### config.mk
export PLATFORM = sky130hd
export DESIGN_NAME = bcd_stopwatch
export DESIGN_NICKNAME = d
export VERILOG_FILES = /design/src/rtl/seg7_pkg.sv /design/src/rtl/bcd_digit.sv /design/src/rtl/bcd_stopwatch.sv
export SDC_FILE = /design/constraint.sdc
export NUM_CORES = 1
export LEC_CHECK = 0
export BUFFER_PORTS_ARGS = -buffer_cell sky130_fd_sc_hd__buf_2
export CAP_MARGIN = 20
export CORE_MARGIN = 10
export CORE_UTILIZATION = 60
export DETAILED_ROUTE_END_ITERATION = 12
export PLACE_DENSITY_LB_ADDON = 0.08
export SLEW_MARGIN = 5
export SYNTH_ARGS = -nofsm -noshare
export SYNTH_HDL_FRONTEND = slang
export SYNTH_SLANG_ARGS = --single-unit
### constraint.sdc
create_clock -name CLK -period 5.93 [get_ports CLK]
set_input_delay 1.186 -clock CLK [delete_from_list [all_inputs] [get_ports CLK]]
set_output_delay 1.186 -clock CLK [all_outputs]
set_load 0.01 [all_outputs]
### src/rtl/seg7_pkg.sv
// Shared types and constants for the BCD stopwatch and its digit counters.
package seg7_pkg;

  localparam int unsigned BCD_W = 4;

  typedef logic [BCD_W-1:0] bcd_t;

  typedef enum logic {
    STOP = 1'b0,
    RUN  = 1'b1
  } sw_state_t;

  localparam bcd_t BCD_MAX = bcd_t'(9);

  // Out-of-range codes fold back to 0 so a digit can never leave 0..9.
  function automatic bcd_t bcd_next(input bcd_t d);
    return (d >= BCD_MAX) ? '0 : d + bcd_t'(1);
  endfunction

endpackage

### src/rtl/bcd_digit.sv
// One cascadable decade counter; carry fires when it is enabled at 9.
module bcd_digit
  import seg7_pkg::*;
(
  input  logic CLK,
  input  logic RST,
  input  logic clr,
  input  logic en,
  output bcd_t q,
  output logic carry
);

  always_ff @(posedge CLK) begin
    if (RST) begin
      q <= '0;
    end else if (clr) begin
      q <= '0;
    end else if (en) begin
      q <= bcd_next(q);
    end
  end

  assign carry = en && (q == BCD_MAX);

endmodule

### src/rtl/bcd_stopwatch.sv
// Four-digit BCD stopwatch (00.00..99.99 s) with debounced start/stop and clear buttons.
module bcd_stopwatch
  import seg7_pkg::*;
#(
  parameter int unsigned DIV     = 500000,
  parameter int unsigned DEB_CYC = 1000000
) (
  input  logic CLK,
  input  logic RST,
  input  logic KEY_SS,
  input  logic KEY_CLR,
  output logic [3:0] DIG0,
  output logic [3:0] DIG1,
  output logic [3:0] DIG2,
  output logic [3:0] DIG3,
  output logic RUNNING,
  output logic WRAP
);

  localparam int unsigned PRE_W  = (DIV > 1) ? $clog2(DIV) : 1;
  localparam int unsigned LOCK_W = $clog2(DEB_CYC + 1);
  localparam logic [PRE_W-1:0]  PRE_LAST  = PRE_W'(DIV - 1);
  localparam logic [LOCK_W-1:0] LOCK_LOAD = LOCK_W'(DEB_CYC - 1);

  // start/stop button conditioning
  logic              ss_s1, ss_s2, ss_prev;
  logic [LOCK_W-1:0] ss_lock;
  logic              ss_acc, ss_go;

  assign ss_acc = ss_prev && !ss_s2 && (ss_lock == '0);

  always_ff @(posedge CLK) begin
    if (RST) begin
      ss_s1   <= 1'b1;
      ss_s2   <= 1'b1;
      ss_prev <= 1'b1;
      ss_lock <= '0;
      ss_go   <= 1'b0;
    end else begin
      ss_s1   <= KEY_SS;
      ss_s2   <= ss_s1;
      ss_prev <= ss_s2;
      ss_go   <= ss_acc;
      if (ss_acc) begin
        ss_lock <= LOCK_LOAD;
      end else if (ss_lock != '0) begin
        ss_lock <= ss_lock - LOCK_W'(1);
      end
    end
  end

  // clear button conditioning
  logic              clr_s1, clr_s2, clr_prev;
  logic [LOCK_W-1:0] clr_lock;
  logic              clr_acc, clr_go;

  assign clr_acc = clr_prev && !clr_s2 && (clr_lock == '0);

  always_ff @(posedge CLK) begin
    if (RST) begin
      clr_s1   <= 1'b1;
      clr_s2   <= 1'b1;
      clr_prev <= 1'b1;
      clr_lock <= '0;
      clr_go   <= 1'b0;
    end else begin
      clr_s1   <= KEY_CLR;
      clr_s2   <= clr_s1;
      clr_prev <= clr_s2;
      clr_go   <= clr_acc;
      if (clr_acc) begin
        clr_lock <= LOCK_LOAD;
      end else if (clr_lock != '0) begin
        clr_lock <= clr_lock - LOCK_W'(1);
      end
    end
  end

  // run/stop state machine
  sw_state_t state, state_nxt;

  always_ff @(posedge CLK) begin
    if (RST) begin
      state <= STOP;
    end else begin
      state <= state_nxt;
    end
  end

  always_comb begin
    state_nxt = state;
    case (state)
      STOP:    if (ss_go) state_nxt = RUN;
      RUN:     if (ss_go) state_nxt = STOP;
      default: state_nxt = STOP;
    endcase
  end

  assign RUNNING = (state == RUN);

  // prescaler holds in STOP so a stop/start keeps the partial tick
  logic [PRE_W-1:0] pre;
  logic             tick;

  assign tick = (state == RUN) && (pre == PRE_LAST);

  always_ff @(posedge CLK) begin
    if (RST || clr_go) begin
      pre <= '0;
    end else if (state == RUN) begin
      pre <= tick ? '0 : pre + PRE_W'(1);
    end
  end

  // decade chain
  bcd_t q0, q1, q2, q3;
  logic c0, c1, c2, c3;

  bcd_digit u_d0 (.CLK(CLK), .RST(RST), .clr(clr_go), .en(tick), .q(q0), .carry(c0));
  bcd_digit u_d1 (.CLK(CLK), .RST(RST), .clr(clr_go), .en(c0),   .q(q1), .carry(c1));
  bcd_digit u_d2 (.CLK(CLK), .RST(RST), .clr(clr_go), .en(c1),   .q(q2), .carry(c2));
  bcd_digit u_d3 (.CLK(CLK), .RST(RST), .clr(clr_go), .en(c2),   .q(q3), .carry(c3));

  assign DIG0 = q0;
  assign DIG1 = q1;
  assign DIG2 = q2;
  assign DIG3 = q3;

  always_ff @(posedge CLK) begin
    if (RST || clr_go) begin
      WRAP <= 1'b0;
    end else begin
      WRAP <= c3;
    end
  end

endmodule

==> out/metrics.sh, run 1 <==
STATUS='finished clean'
CTS-HOLD-FIX-BUFFERS=0
VIASPERCELL=6.43
CRIT_PATH_END_KIND='flip-flop'
POST-ROUTE-MIN-PERIOD_PS=2710
NUMBER_OF_NETS_PRODUCED_BY_SYNTHESIS=555
GRT_FIRST_PASS_WIRELENGTH_UM=16900
POST_ROUTE_DRC=0
R2R_DEPTH=4
TIMING.SLEW.HEADROOM_PCT=28.5
FINALSETUPTNS_PS=0
SWITCHING_POWER_uW=1080
ASYNC_SET_OR_RESET_REGISTER_RATIO_AFTER_SYNTHESIS_PCT=0
INSERTION_DELAY_PS=360
WORST-ENDPOINT-ARRIVAL_PS=2920
CTS-HTREE-LEVELS=3
NFILLCELLS=646
MULTIINPUTGATEAREA_UM2=2610
SYNTH_AREA_LEADER_CELL='dfxtp_1'
FIN_CRIT_SH_PCT=45.8
FIRST_GLOBAL_VIAS=3676
SYNTH_EDF_COUNT=0
SYNTH-SEQ-CELLS=85
CRIT-REG2REG-CAPTURE='pre[9]$_SDFFE_PP0P_'
MIN_DELAY_PATH_DEPTH=1
SYNTH-WARNING-COUNT=0
ROOT_BUFFER='clkbuf_8'
CELL_INTERNAL_PWR_uW=1330
CLOCKPOWERSHARE_PCT=19.4
DETAIL_ROUTE.ITER0.VIOLATIONS=205
DIE_AREA_UM2=11400
FINAL_UTIL_PCT=66.9
POWER.SWITCHING_FRACTION_PCT=44.8
FLOW.AREA_GROWTH_FROM_SYNTHESIS_PCT=7.65
PATH_CLASS='reg -> reg'
HOLD_VIOLATIONS=0
WORST-R2R-SETUP-SLACK_PS=3220
CLKSLEWWORSTSETUPHOLDPATHS_PS=90
CTSRESIZECOUNT=0
HOLDCRITSTARTPOINT='ss_s1$_SDFF_PP1_'
TOTAL_CONGESTION_OVERFLOW_AFTER_GLOBAL_ROUTING=0
CLOCK.FMAX_GHz=0.369
WORSTHOLDENDPOINT='ss_s2$_SDFF_PP1_'
COUNT_OF_BUFFERS_ADDED_BY_POST_CTS_TIMING_REPAIR_FOR_SETUP=0
AREA_TAKEN_BY_FLIP_FLOPS_AND_LATCHES_UM2=1700
CORE_AREA_UM2=7290
ANTENNA_CELLS=0
TRITONCTS='built'
PIN_COUNT_OF_THE_BIGGEST_NET_ENTERING_GLOBAL_ROUTING=36
POSTSYNTH.TOPFLOPCELL='dfxtp_1'
GRT_SETUP_UNREPAIRED='no'
MAXCAPVIOLATIONS=0
NUMBER_OF_ANTENNA_VIOLATIONS_AT_THE_FIRST_CHECK_IN_GLOBAL_ROUTING=0
PLACE.DETAILED.HPWL_UM=6880
STARTING_UTILIZATION_OF_THE_CORE_AREA_PCT=62.1
SYN-CELL-AREA_UM2=4530
POWER_FRAC_COMB_PCT=47.1
ANT_NETS=0
POWER.STATIC_LEAKAGE_uW=0.00175
TIMING.HOLD.WORST.CLASS='reg -> reg'
SYNTHCELLS=536
REGTOREGSTARTPOINT='pre[10]$_SDFFE_PP0P_'
TRITONCTS.NUM_BUFFERS=9
DIE_Y_UM=107
DRT_PASS1_ITERATIONS=5
DIE-WIDTH_UM=107
SETUP_VIOLATIONS=0
SYNTH_AREA_PER_CELL_UM2=8.45
POWER-PER-CELL-AREA_nW_PER_UM2=494
START_KIND='flip-flop'
SITE_ROW_COUNT=31
ROUTED_WIRELENGTH_UM=9960
BOUNDARYPINS=22
ROUTABILITYCONGESTION=0.871
NUMBER_OF_MAX_SLEW_VIOLATIONS_IN_THE_FINAL_REPORT=0
WORST_CLOCK_SKEW_PS=12.9
FINAL_NETS=561
NUMPORTBUFFERS=21
AVGROUTEDWIREPERCELL_UM=15.4
CRITICAL_PATH_PEAK_FANOUT=16
TIGHTEST_SLEW_PS=1070
UNIQUE_MASTERS_POST_SYNTH=61
LAYOUT.CELLS.NON_FILLER=646
FINAL_LAYOUT_SIZE_SUFFIX_GT1_SHARE_PCT=10.4
DR_TOTAL_VIAS=4154
DPL.CELL_COUNT=629
SEQUENTIAL_AREA_SHARE_AFTER_SYNTHESIS_PCT=37.6
CTS.PATH.MAX_BUFFERS=2
CTS_NUM_SINKS=85
OVERALL_FRACTION_OF_GLOBAL_ROUTE_TRACKS_IN_USE_PCT=17.3
POWER.TOTAL_uW=2410
POWER.SHARE.SEQUENTIAL_PCT=33.6
POST_SYNTH_MAIN_AREA_CONTRIBUTORS='dfxtp_1 (38%), a21oi_1 (5.1%), ha_1 (4.1%)'
CRITICAL_PATH_REQUIRED_PS=6140
NETLIST.AREA_LEADER.SHARE_PCT=37.6
PEAKVDDDROP_V=0.000382
## critical path, cell delays in order (launching register included)
cell and delay, ps:
dfxtp_1 360, or4_1 620, or2_0 520, o21ai_1 950
nor2_1 120
## logic make-up (layout without fill, tap and decap cells)
kind of cell | after synthesis | count (layout) | share of synthesized area [%]
flops | 85 | 85 | 37.6
buf+inv | 50 | 61 | 4.72
fa+ha+maj | 15 | 15 | 4.14
mux | 3 | 3 | 0.663
simple gates | 222 | 222 | 28.8
xor+xnor | 10 | 10 | 1.93
compound gates | 151 | 151 | 22.1
## metrics by stage
stage                     setup WS (ps)  instance area [um^2]  hold WS [ps]
after floorplan                    3680                  4530           389
after global placement             3220                  4630           390
after detailed placement           3200                  4630           407
after CTS                          3210                  4870           420
after global routing               3040                  4880           436
final                              3220                  4880           423
## worst max-delay path by stage
stage                     depth (start not counted)                  from  slack [ps]                   to
after floorplan                                   5                   RST        3680  pre[2]$_SDFFE_PP0P_
after global placement                            4                   RST        3220  pre[7]$_SDFFE_PP0P_
final                                             4  pre[10]$_SDFFE_PP0P_        3220  pre[9]$_SDFFE_PP0P_
after detailed placement                          4                   RST        3200  pre[9]$_SDFFE_PP0P_
after global routing                              4  pre[10]$_SDFFE_PP0P_        3040  pre[3]$_SDFFE_PP0P_
after CTS                                         4  pre[10]$_SDFFE_PP0P_        3210  pre[9]$_SDFFE_PP0P_
## area by class of cell
| type | count | area share [%] |
|---|---|---|
| clock buffer | 11 | 3.10 |
| clock inverter | 5 | 1.69 |
| inverter | 22 | 1.69 |
| multi-input combinational | 401 | 53.6 |
| sequential | 85 | 34.9 |
| tap | 99 | 2.54 |
| timing repair buffer | 23 | 2.46 |
## Yosys cell counts, types with 6 or more instances
master	count
o31ai_1	16
nor4_1	16
nand3_1	16
nand2b_1	9
or4_1	13
xor2_1	9
a21oi_1	46
nor2_1	33
and3_1	6
a31oi_1	11
inv_1	22
dfxtp_1	85
o21ai_0	21
clkbuf_1	17
nand4_1	25
or2_2	8
a211oi_1	10
ha_1	15
and2_1	6
nor2b_1	7
nand2_1	24
o41ai_1	6
or3_1	12
nor3_1	20
o31a_1	7
## registers in the layout, indices dropped and copies added, names as in the netlist
| name | flops |
|---|---|
| RUNNING | 1 |
| ss_s2 | 1 |
| u_d2.q | 4 |
| clr_s1 | 1 |
| ss_prev | 1 |
| clr_go | 1 |
| pre | 19 |
| WRAP | 1 |
| ss_go | 1 |
| u_d0.q | 4 |
| clr_prev | 1 |
| u_d3.q | 4 |
| clr_s2 | 1 |
| ss_s1 | 1 |
| clr_lock | 20 |
| u_d1.q | 4 |
| ss_lock | 20 |
## placed cells by master (no fill, tap or decap), types with 13 or more instances in the layout
cell type  instances
nor4_1            16
o31ai_1           16
nand2_1           24
or4_1             13
nor2_1            33
nand4_1           25
buf_2             21
a21oi_1           46
nand3_1           16
nor3_1            20
ha_1              15
dfxtp_1           85
inv_1             22
o21ai_0           21
## per-layer routing
metal | wire [um] | up-vias | track usage (%)
met1 | 4680 | 1963 | 22.2
met4 | 111 | 0 | 6.00
met5 | 0 | - | 0
met2 | 4610 | 111 | 28.0
met3 | 557 | 9 | 3.83
li1 | - | 2071 | -
## power by group through the flow
stage	clock network [uW]	logic [uW]	registers (uW)
CTS	480	1090	805
global route	499	1250	828
detailed placement	0	1090	816
finish	467	1130	809
floorplan	0	932	782
global placement	0	1060	811
Power figures use the tool's default switching activity.
==> inputs of run 2 (changes only) <==
--- a/config.mk
+++ b/config.mk
@@ -5,6 +5,7 @@
 export SDC_FILE = /design/constraint.sdc
 export NUM_CORES = 1
 export LEC_CHECK = 0
+export ABC_AREA = 1
 export BUFFER_PORTS_ARGS = -buffer_cell sky130_fd_sc_hd__buf_2
 export CAP_MARGIN = 20
 export CORE_MARGIN = 10
==> constraint.sdc (replaced) <==
create_clock -name CLK -period 2.6 [get_ports CLK]
set_input_delay 0.52 -clock CLK [delete_from_list [all_inputs] [get_ports CLK]]
set_output_delay 0.52 -clock CLK [all_outputs]
set_load 0.01 [all_outputs]
==> run 2 against run 1 <==
Sequential share of layout area about the same. Cell area about the same. Non-clock buffer count is 1 lower. Cell count increased by 18%. Synthesized area is 0.55% lower. Count of clock-buffer cells in the layout fell by 1. Global-route usage decreased by 0.57 points. Clock power is 87% higher. Sequential cell count did not move. Synthesized cell count increased by 18%. Critical path depth is 6 higher. First-iteration DRC count down 2.9%. Critical path type unchanged.
==> out/metrics.sh, run 2 <==
TIMING.HOLD.WORST.CLASS='in -> reg'  # was reg -> reg
POST_SYNTH_MAIN_AREA_CONTRIBUTORS='dfxtp_1 (38%), nand2_1 (11%), nor2_1 (8.8%)'  # was dfxtp_1 (38%), a21oi_1 (5.1%), ha_1 (4.1%)
WORST-ENDPOINT-ARRIVAL_PS=2400  # was 2920 ps
CORE_AREA_UM2=7290  # unchanged
FIRST_GLOBAL_VIAS=3779  # was 3676
SYN-CELL-AREA_UM2=4500  # was 4530 um^2
WORST_CLOCK_SKEW_PS=9.62  # was 12.9 ps
NUMBER_OF_NETS_PRODUCED_BY_SYNTHESIS=654  # was 555
CTS_NUM_SINKS=85  # unchanged
TOTAL_CONGESTION_OVERFLOW_AFTER_GLOBAL_ROUTING=0  # unchanged
CRITICAL_PATH_REQUIRED_PS=2880  # was 6140 ps
GRT_SETUP_UNREPAIRED='no'  # unchanged
COUNT_OF_BUFFERS_ADDED_BY_POST_CTS_TIMING_REPAIR_FOR_SETUP=0  # unchanged
SYNTH_AREA_PER_CELL_UM2=7.09  # was 8.45 um^2
TRITONCTS='built'  # unchanged
TIMING.SLEW.HEADROOM_PCT=65.7  # was 28.5%
POST-ROUTE-MIN-PERIOD_PS=2130  # was 2710 ps
SITE_ROW_COUNT=31  # unchanged
MOSTFREQUENTLAYOUTCELL='nand2_1'  # was dfxtp_1
SYNTH_EDF_COUNT=0  # unchanged
STATUS='finished clean'  # unchanged
POSTSYNTH.TOPFLOPCELL='dfxtp_1'  # unchanged
DR_TOTAL_VIAS=3919  # was 4154
FLOW.AREA_GROWTH_FROM_SYNTHESIS_PCT=8.22  # was 7.65%
DETAIL_ROUTE.ITER0.VIOLATIONS=199  # was 205
TRITONCTS.NUM_BUFFERS=9  # unchanged
FINALSETUPTNS_PS=0  # unchanged
DRT_PASS1_ITERATIONS=4  # was 5
NUMBER_OF_MAX_SLEW_VIOLATIONS_IN_THE_FINAL_REPORT=0  # unchanged
INSERTION_DELAY_PS=350  # was 360 ps
CLKSLEWWORSTSETUPHOLDPATHS_PS=90  # about the same
SYNTHCELLS=635  # was 536
SYNTH_AREA_LEADER_CELL='dfxtp_1'  # unchanged
MOST_INSTANTIATED_CELLS_AFTER_SYNTHESIS='nand2_1 (128), nor2_1 (105), dfxtp_1 (85)'  # was dfxtp_1 (85), a21oi_1 (46), nor2_1 (33)
UNIQUE_MASTERS_POST_SYNTH=40  # was 61
BOUNDARYPINS=22  # unchanged
NUMBER_OF_ANTENNA_VIOLATIONS_AT_THE_FIRST_CHECK_IN_GLOBAL_ROUTING=0  # unchanged
FINAL_LAYOUT_SIZE_SUFFIX_GT1_SHARE_PCT=13.7  # was 10.4%
CRITICAL_PATH_PEAK_FANOUT=12  # was 16
SETUP_VIOLATIONS=0  # unchanged
BIGGESTREGSBYFLOPS='clr_lock: 20 flops, ss_lock: 20 flops, pre: 19 flops'  # unchanged
MAXCAPVIOLATIONS=0  # unchanged
FINAL_CELL_MIX='nand2_1 (128), nor2_1 (105), dfxtp_1 (85), inv_1 (74), a21oi_1 (35)'  # was dfxtp_1 (85), a21oi_1 (46), nor2_1 (33), nand4_1 (25), nand2_1 (24)
POWER.STATIC_LEAKAGE_uW=0.00218  # was 0.00175 uW
ROOT_BUFFER='clkbuf_8'  # unchanged
OVERALL_FRACTION_OF_GLOBAL_ROUTE_TRACKS_IN_USE_PCT=16.8  # was 17.3%
CTSRESIZECOUNT=0  # unchanged
CRIT_PATH_END_KIND='flip-flop'  # unchanged
POST_ROUTE_DRC=0  # unchanged
AVGROUTEDWIREPERCELL_UM=11.9  # was 15.4 um
DIE_AREA_UM2=11400  # about the same
PLACE.DETAILED.HPWL_UM=6870  # was 6880 um
DIE-WIDTH_UM=107  # about the same
CTS-HTREE-LEVELS=3  # unchanged
PATH_CLASS='reg -> reg'  # unchanged
FINAL_NETS=679  # was 561
R2R_DEPTH=10  # was 4
STARTING_UTILIZATION_OF_THE_CORE_AREA_PCT=61.8  # was 62.1%
POWER.TOTAL_uW=5230  # was 2410 uW
NUMPORTBUFFERS=21  # unchanged
POWER-PER-CELL-AREA_nW_PER_UM2=1070  # was 494 nW/um^2
ASYNC_SET_OR_RESET_REGISTER_RATIO_AFTER_SYNTHESIS_PCT=0  # unchanged
ROUTED_WIRELENGTH_UM=9110  # was 9960 um
DIE_Y_UM=107  # about the same
PEAKVDDDROP_V=0.000816  # was 0.000382 V
SYNTH-WARNING-COUNT=0  # unchanged
CLOCK.FMAX_GHz=0.470  # was 0.369 GHz
SYNTH_MOST_COMMON_CELL='nand2_1'  # was dfxtp_1
PIN_COUNT_OF_THE_BIGGEST_NET_ENTERING_GLOBAL_ROUTING=27  # was 36
VIASPERCELL=5.13  # was 6.43
CTS-HOLD-FIX-BUFFERS=0  # unchanged
NETLIST.AREA_LEADER.SHARE_PCT=37.8  # was 37.6%
SYNTH-SEQ-CELLS=85  # unchanged
ANT_NETS=0  # unchanged
HOLD_VIOLATIONS=0  # unchanged
TIGHTEST_SLEW_PS=514  # was 1070 ps
SEQUENTIAL_AREA_SHARE_AFTER_SYNTHESIS_PCT=37.8  # was 37.6%
CTS.PATH.MAX_BUFFERS=2  # unchanged
ANTENNA_CELLS=0  # unchanged
GRT_FIRST_PASS_WIRELENGTH_UM=16200  # was 16900 um
ROUTABILITYCONGESTION=0.892  # was 0.871
MIN_DELAY_PATH_DEPTH=2  # was 1
FIN_CRIT_SH_PCT=81.9  # was 45.8%
START_KIND='flip-flop'  # unchanged
## run 2: worst paths after layout
kind / from / end / slack [ps]
worst max-delay path: ss_lock[0]$_SDFFE_PP0P_ / ss_lock[3]$_SDFFE_PP0P_ / 470
worst min-delay path: KEY_SS / ss_s1$_SDFF_PP1_ / 340
worst max register to register: ss_lock[0]$_SDFFE_PP0P_ / ss_lock[3]$_SDFFE_PP0P_ / 470
worst min register to register: clr_s1$_SDFF_PP1_ / clr_s2$_SDFF_PP1_ / 420
## run 2: cell families (layout without fill, tap and decap cells)
family / after synthesis / after routing / synth area share, %
compound gates: 67 / 67 / 8.17
xor+xnor: 36 / 36 / 7.00
fa+ha+maj: 15 / 15 / 4.17
buf+inv: 97 / 127 / 8.61
flops: 85 / 85 / 37.8
simple gates: 335 / 335 / 34.3
## run 2: power by group
part           total [uW]  leakage, uW  internal (uW)  switching [uW]
logic                2530      0.00140            932            1600
clock network         874    0.0000893            380             494
registers            1830     0.000692           1600             231
## run 2: area by class of cell
class	count	area, um^2
fillers	681	2420
flip-flops and latches	85	1700
well taps	99	124
repair buffers	22	113
clock inverters	6	46.3
multi-input cells	453	2410
inverters	89	338
clock buffers	10	138
## run 2: routing by layer
layer | vias to the layer above | share of wire, % | GRT usage [%]
li1 | 2049 | - | -
met1 | 1767 | 46 | 20.0
met2 | 82 | 47 | 28.4
met3 | 21 | 4.5 | 3.95
met4 | 0 | 2.1 | 6.67
met5 | - | 0 | 0
## run 2: worst max-delay path, cell delays in order (launching register included)
cell      delay, ps
dfxtp_1         330
inv_1           130
ha_1            280
inv_2            60
nor2_2          190
inv_2            80
nor2_4          120
nand3_1         330
clkinv_1        200
nand2_2         140
a31oi_1         200
## run 2: stage by stage
stage | std cells | instance area, um^2 | util [%] | worst slack (ps) | hold WS, ps
global route | 764 | 4870 | 66.8 | 333 | 332
global placement | 748 | 4690 | 64.3 | 575 | 398
detailed placement | 748 | 4690 | 64.3 | 511 | 399
floorplan | 635 | 4500 | - | 970 | 389
finish | 764 | 4870 | 66.8 | 471 | 342
CTS | 764 | 4870 | 66.8 | 487 | 332
